File: src/rtl/piso_pkg.sv
// piso_pkg: shared FSM state type and bit-order constants for the serializer
package piso_pkg;
  typedef enum logic {IDLE, SHIFT} state_t;
  localparam bit MSB_FIRST = 1'b0;
  localparam bit LSB_FIRST = 1'b1;
endpackage

File: src/rtl/piso_shift_core.sv
// piso_shift_core: WIDTH-bit shift register with parallel load, zero fill and serial tap
module piso_shift_core #(
  parameter int WIDTH = 4,
  parameter bit DIR   = 1'b0
) (
  input  logic             clk,
  input  logic             clr,
  input  logic             load_i,
  input  logic             shift_i,
  input  logic [WIDTH-1:0] data_i,
  output logic             bit_o
);
  import piso_pkg::*;
  logic [WIDTH-1:0] sr_q, sr_d;
  // load wins over shift so a zero-gap reload never mixes in the old word
  always_comb sr_d = load_i ? data_i : shift_i ? (DIR == LSB_FIRST ? sr_q >> 1 : sr_q << 1) : sr_q;
  // shift register state; fully shifted out it reads back as zero on the line
  always_ff @(posedge clk or posedge clr)
    if (clr) sr_q <= '0;
    else sr_q <= sr_d;
  assign bit_o = DIR == LSB_FIRST ? sr_q[0] : sr_q[WIDTH-1];
endmodule

File: src/rtl/piso_serializer.sv
// piso_serializer: valid/ready parallel-in, serial-out transmitter with frame strobes
module piso_serializer #(
  parameter int WIDTH     = 4,
  parameter bit LSB_FIRST = 1'b0
) (
  input  logic             clk,
  input  logic             clr,
  input  logic             load_valid,
  output logic             load_ready,
  input  logic [WIDTH-1:0] load_data,
  output logic             ser_out,
  output logic             ser_valid,
  output logic             frame_start,
  output logic             done
);
  import piso_pkg::*;
  localparam int CW = $clog2(WIDTH);
  state_t        state_q, state_d;
  logic [CW-1:0] cnt_q, cnt_d;
  logic          fs_q, fs_d;
  logic          accept, last;
  assign last        = cnt_q == '0;
  assign load_ready  = state_q == IDLE || last;
  assign accept      = load_valid && load_ready;
  assign done        = state_q == SHIFT && last;
  assign ser_valid   = state_q == SHIFT;
  assign frame_start = fs_q;
  // next state: accept (re)starts a word, the last bit without accept returns to idle
  always_comb begin
    state_d = accept ? SHIFT : done ? IDLE : state_q;
    cnt_d   = accept ? CW'(WIDTH - 1) : (state_q == SHIFT && !last) ? cnt_q - CW'(1) : cnt_q;
    fs_d    = accept;
  end
  // FSM, bit counter and first-bit strobe registers
  always_ff @(posedge clk or posedge clr)
    if (clr) begin
      state_q <= IDLE;
      cnt_q   <= '0;
      fs_q    <= 1'b0;
    end else begin
      state_q <= state_d;
      cnt_q   <= cnt_d;
      fs_q    <= fs_d;
    end
  piso_shift_core #(.WIDTH(WIDTH), .DIR(LSB_FIRST)) u_core (
    .clk     (clk),
    .clr     (clr),
    .load_i  (accept),
    .shift_i (ser_valid),
    .data_i  (load_data),
    .bit_o   (ser_out)
  );
endmodule

File: config.mk
export PLATFORM = sky130hd
export DESIGN_NAME = piso_serializer
export DESIGN_NICKNAME = d
export VERILOG_FILES = /design/src/rtl/piso_pkg.sv /design/src/rtl/piso_shift_core.sv /design/src/rtl/piso_serializer.sv
export SDC_FILE = /design/constraint.sdc
export NUM_CORES = 1
export LEC_CHECK = 0
export ABC_AREA = 1
export BUFFER_PORTS_ARGS = -buffer_cell sky130_fd_sc_hd__buf_2
export CAP_MARGIN = 10
export CORE_AREA = 2 2 39 41
export DETAILED_ROUTE_END_ITERATION = 16
export DIE_AREA = 0 0 41 43
export PLACE_DENSITY_LB_ADDON = 0.2
export SYNTH_ARGS = -nofsm -noshare
export SYNTH_HDL_FRONTEND = slang
export SYNTH_SLANG_ARGS = --single-unit
File: constraint.sdc
create_clock -name clk -period 1.02 [get_ports clk]
set_input_delay 0.051 -clock clk [delete_from_list [all_inputs] [get_ports clk]]
set_output_delay 0.051 -clock clk [all_outputs]
set_load 0.005 [all_outputs]
==> impl_metrics.env <==
export IMPL_cts_clk_slew_worst_paths_ps=50
export IMPL_hold_viol=0
export IMPL_avgSynthCellArea_um2=8.17
export IMPL_hold_ws_ps=53.8
export IMPL_grt_antenna_before_repair=0
export IMPL_syn_area_um2=400
export IMPL_cpPeakStageDelay_ps=330
export IMPL_internal_power_mw=0.960
export IMPL_dr_pass1_iters=2
export IMPL_postLayoutCoreUtil=0.410
export IMPL_fmax_mhz=870
export IMPL_grt_util_all_layers=0.112
export IMPL_use_met1=0.129
export IMPL_fillerInstances=147
export IMPL_drive_gt1_frac=0.441
export IMPL_ys_types=12
export IMPL_clockRootBuffer="clkbuf_4"
export IMPL_worst_slew_pin_slew_ps=321
export IMPL_worstSkewPairLatency_ps=250
export IMPL_grt_pass1_vias=313
export IMPL_cts_tree="yes"
export IMPL_syn_nets=57
export IMPL_grt_pass1_wl_mm=1.24
export IMPL_power_density_nw_per_um2=2680
export IMPL_switching_share=0.370
export IMPL_clock_sinks=8
export IMPL_ys_top_cells_by_area="dfrtp_1 (50%), nand2_1 (13%), inv_1 (8.4%)"
export IMPL_dp_hpwl_um=562
export IMPL_clkPwrFrac=0.160
export IMPL_cts_buffers=3
export IMPL_gp_congestion=0.688
export IMPL_area_delta_synth_final_pct=41.9
export IMPL_status="finished, violations left"
export IMPL_final_cells=84
export IMPL_grt_start_max_net_pins=9
export IMPL_antenna_left=0
export IMPL_ys_warn_count=0
export IMPL_switchingPower_mw=0.563
export IMPL_vias_per_cell=4.21
export IMPL_netlist_instances=49
export IMPL_start_kind="register"
export IMPL_pre_cts_ws_ps=-57.9
export IMPL_die_x_um=41
export IMPL_p_comb_frac=0.509
export IMPL_placed_cells=78
export IMPL_cts_max_level=1
export IMPL_placed_cell_area_um2=498
export IMPL_stdcell_area_um2=568
export IMPL_path_buf_inv=4
export IMPL_grt_use_met2=0.150
export IMPL_nets=78
export IMPL_synth_top_area_cell="dfrtp_1"
export IMPL_path_max_fanout=2
export IMPL_path_delay_family="flip-flops"
export IMPL_sequentialPowerShare=0.331
export IMPL_skew_ps=0.764
export IMPL_async_flop_share=1.00
export IMPL_hold_path_class="in2reg"
export IMPL_design_core_area_um2=1380
export IMPL_num_rows=14
export IMPL_synth_edf_count=0
export IMPL_finalSetupViolCount=8
export IMPL_initial_core_util=0.289
export IMPL_wl_per_cell_um=9.07
export IMPL_violations="negative setup slack"
export IMPL_worstSetupPathType="reg2out"
export IMPL_wl_um=762
export IMPL_slowest_stage="dfrtp_1"
export IMPL_die_area_um2=1760
export IMPL_synth_most_common_cell="nand2_1"
export IMPL_ys_seq_area_frac=0.500
export IMPL_p_leak_nw=0.329
export IMPL_cp_required_ps=970
export IMPL_top_usage_layer="met2"
export IMPL_endpoint_kind="output port"
export IMPL_grt_ovfl_total=0
export IMPL_ys_ff_latch=8
export IMPL_clk_path_buf_depth=2
export IMPL_rsz0062_at_grt="yes"
export IMPL_ys_flop_type="dfrtp_1"
export IMPL_io_pins=12
export IMPL_min_period_ps=1150
export IMPL_grt_util_met3=0.0157
export IMPL_slew_violations=0
export IMPL_maxSlewHeadroom=0.786
export IMPL_drtIter0Drc=1
export IMPL_ir_worst_vdd_uv=931
export IMPL_ys_top_cells_by_count="nand2_1 (14), inv_1 (9), dfrtp_1 (8)"
export IMPL_critPathArrivalTime_ps=1100
export IMPL_finalCritPeriodShare=1.13
export IMPL_die_height_um=43
export IMPL_drc_errors=0
export IMPL_synth_top_area_frac=0.500
export IMPL_setup_slack_ps=-129
export IMPL_via_count=354
export IMPL_drv_cap=0
export IMPL_n_antenna_cell=0
export IMPL_worstPathCellList="inv_2 > ha_4 > inv_2 > nand2_4 > buf_6 > buf_6"
export IMPL_port_buffers=11
-- worst paths after layout --
check / startpoint / end / slack [ps] / depth (start not counted)
hold reg to reg: u_core.sr_q[0] / u_core.sr_q[0] / 480 / 2
hold / removal: load_data[3] / u_core.sr_q[3] / 50 / 3
min in group asynchronous: clr / cnt_q[0] / 290 / 3
max in group asynchronous: clr / ser_valid / 490 / 3
setup reg to reg: cnt_q[1] / u_core.sr_q[3] / -100 / 8
setup / recovery: cnt_q[1] / load_ready / -130 / 6
-- area by class of cell --
cell class / instances / area, um2 / share of cell area
repair buffers: 16 / 108 / 0.189
inverters: 12 / 45.0 / 0.0793
flip-flops and latches: 8 / 200 / 0.352
clock buffers: 3 / 22.5 / 0.0396
well taps: 16 / 20.0 / 0.0352
multi-input cells: 29 / 173 / 0.304
-- layout by cell type (no fill, tap or decap), drive strengths merged --
| cell | n |
|---|---|
| nand2 | 16 |
| buf | 14 |
| inv | 12 |
| dfrtp | 8 |
| nand3 | 7 |
| nor2 | 4 |
| clkbuf | 3 |
| dlygate4sd3 | 2 |
| o21ai | 1 |
| ha | 1 |
-- registers in the layout (all words and copies together), names as in the netlist --
signal       cells
ser_valid        1
cnt_q            2
u_core.sr_q      4
frame_start      1
-- per-layer routing --
layer / routed length (um) / up-vias
met3: 32 / 4
met2: 357 / 10
met1: 337 / 154
met4: 34 / 0
met5: 0 / -
li1: - / 186
-- worst register-to-register path, cell delays in order, from the launching register on --
cell	delay, ps
dfrtp_1	370
inv_2	80
ha_4	130
inv_2	40
nand2_4	50
buf_4	150
nand2_4	70
nand2_1	80
nand3_2	50
-- power groups by stage --
stage	logic (mW)	registers (mW)	clock network (mW)
2_1_floorplan	0.409	0.504	0
3_3_place_gp	0.639	0.502	0
3_5_place_dp	0.636	0.506	0
4_1_cts	0.781	0.504	0.255
5_1_grt	0.888	0.514	0.266
6_report	0.775	0.504	0.244
-- through the flow --
stage	power (mW)	setup TNS [ps]
2_1_floorplan	0.913	-20.3
3_3_place_gp	1.14	-167
3_5_place_dp	1.14	-240
4_1_cts	1.54	-825
5_1_grt	1.67	-1270
6_report	1.52	-738
-- logic make-up (layout without fill, tap and decap cells) --
kind of cell,after synthesis,in the layout,share of synthesized area
adder cells (fa/ha/maj),1,1,0.0312
flip-flops,8,8,0.500
AO/OA/AOI/OAI,1,1,0.0125
AND/OR/NAND/NOR,27,27,0.344
buffers and inverters,12,31,0.112
-- what timing repair did --
item,4_1_cts,5_1_grt
buffers inserted,1,0
hold endpoints to repair,9,0
hold buffers,2,0
pin swaps,1,0
resized for setup,5,0
endpoints found under the setup margin,8,10
No activity file was read; power rests on OpenSTA's default activity.
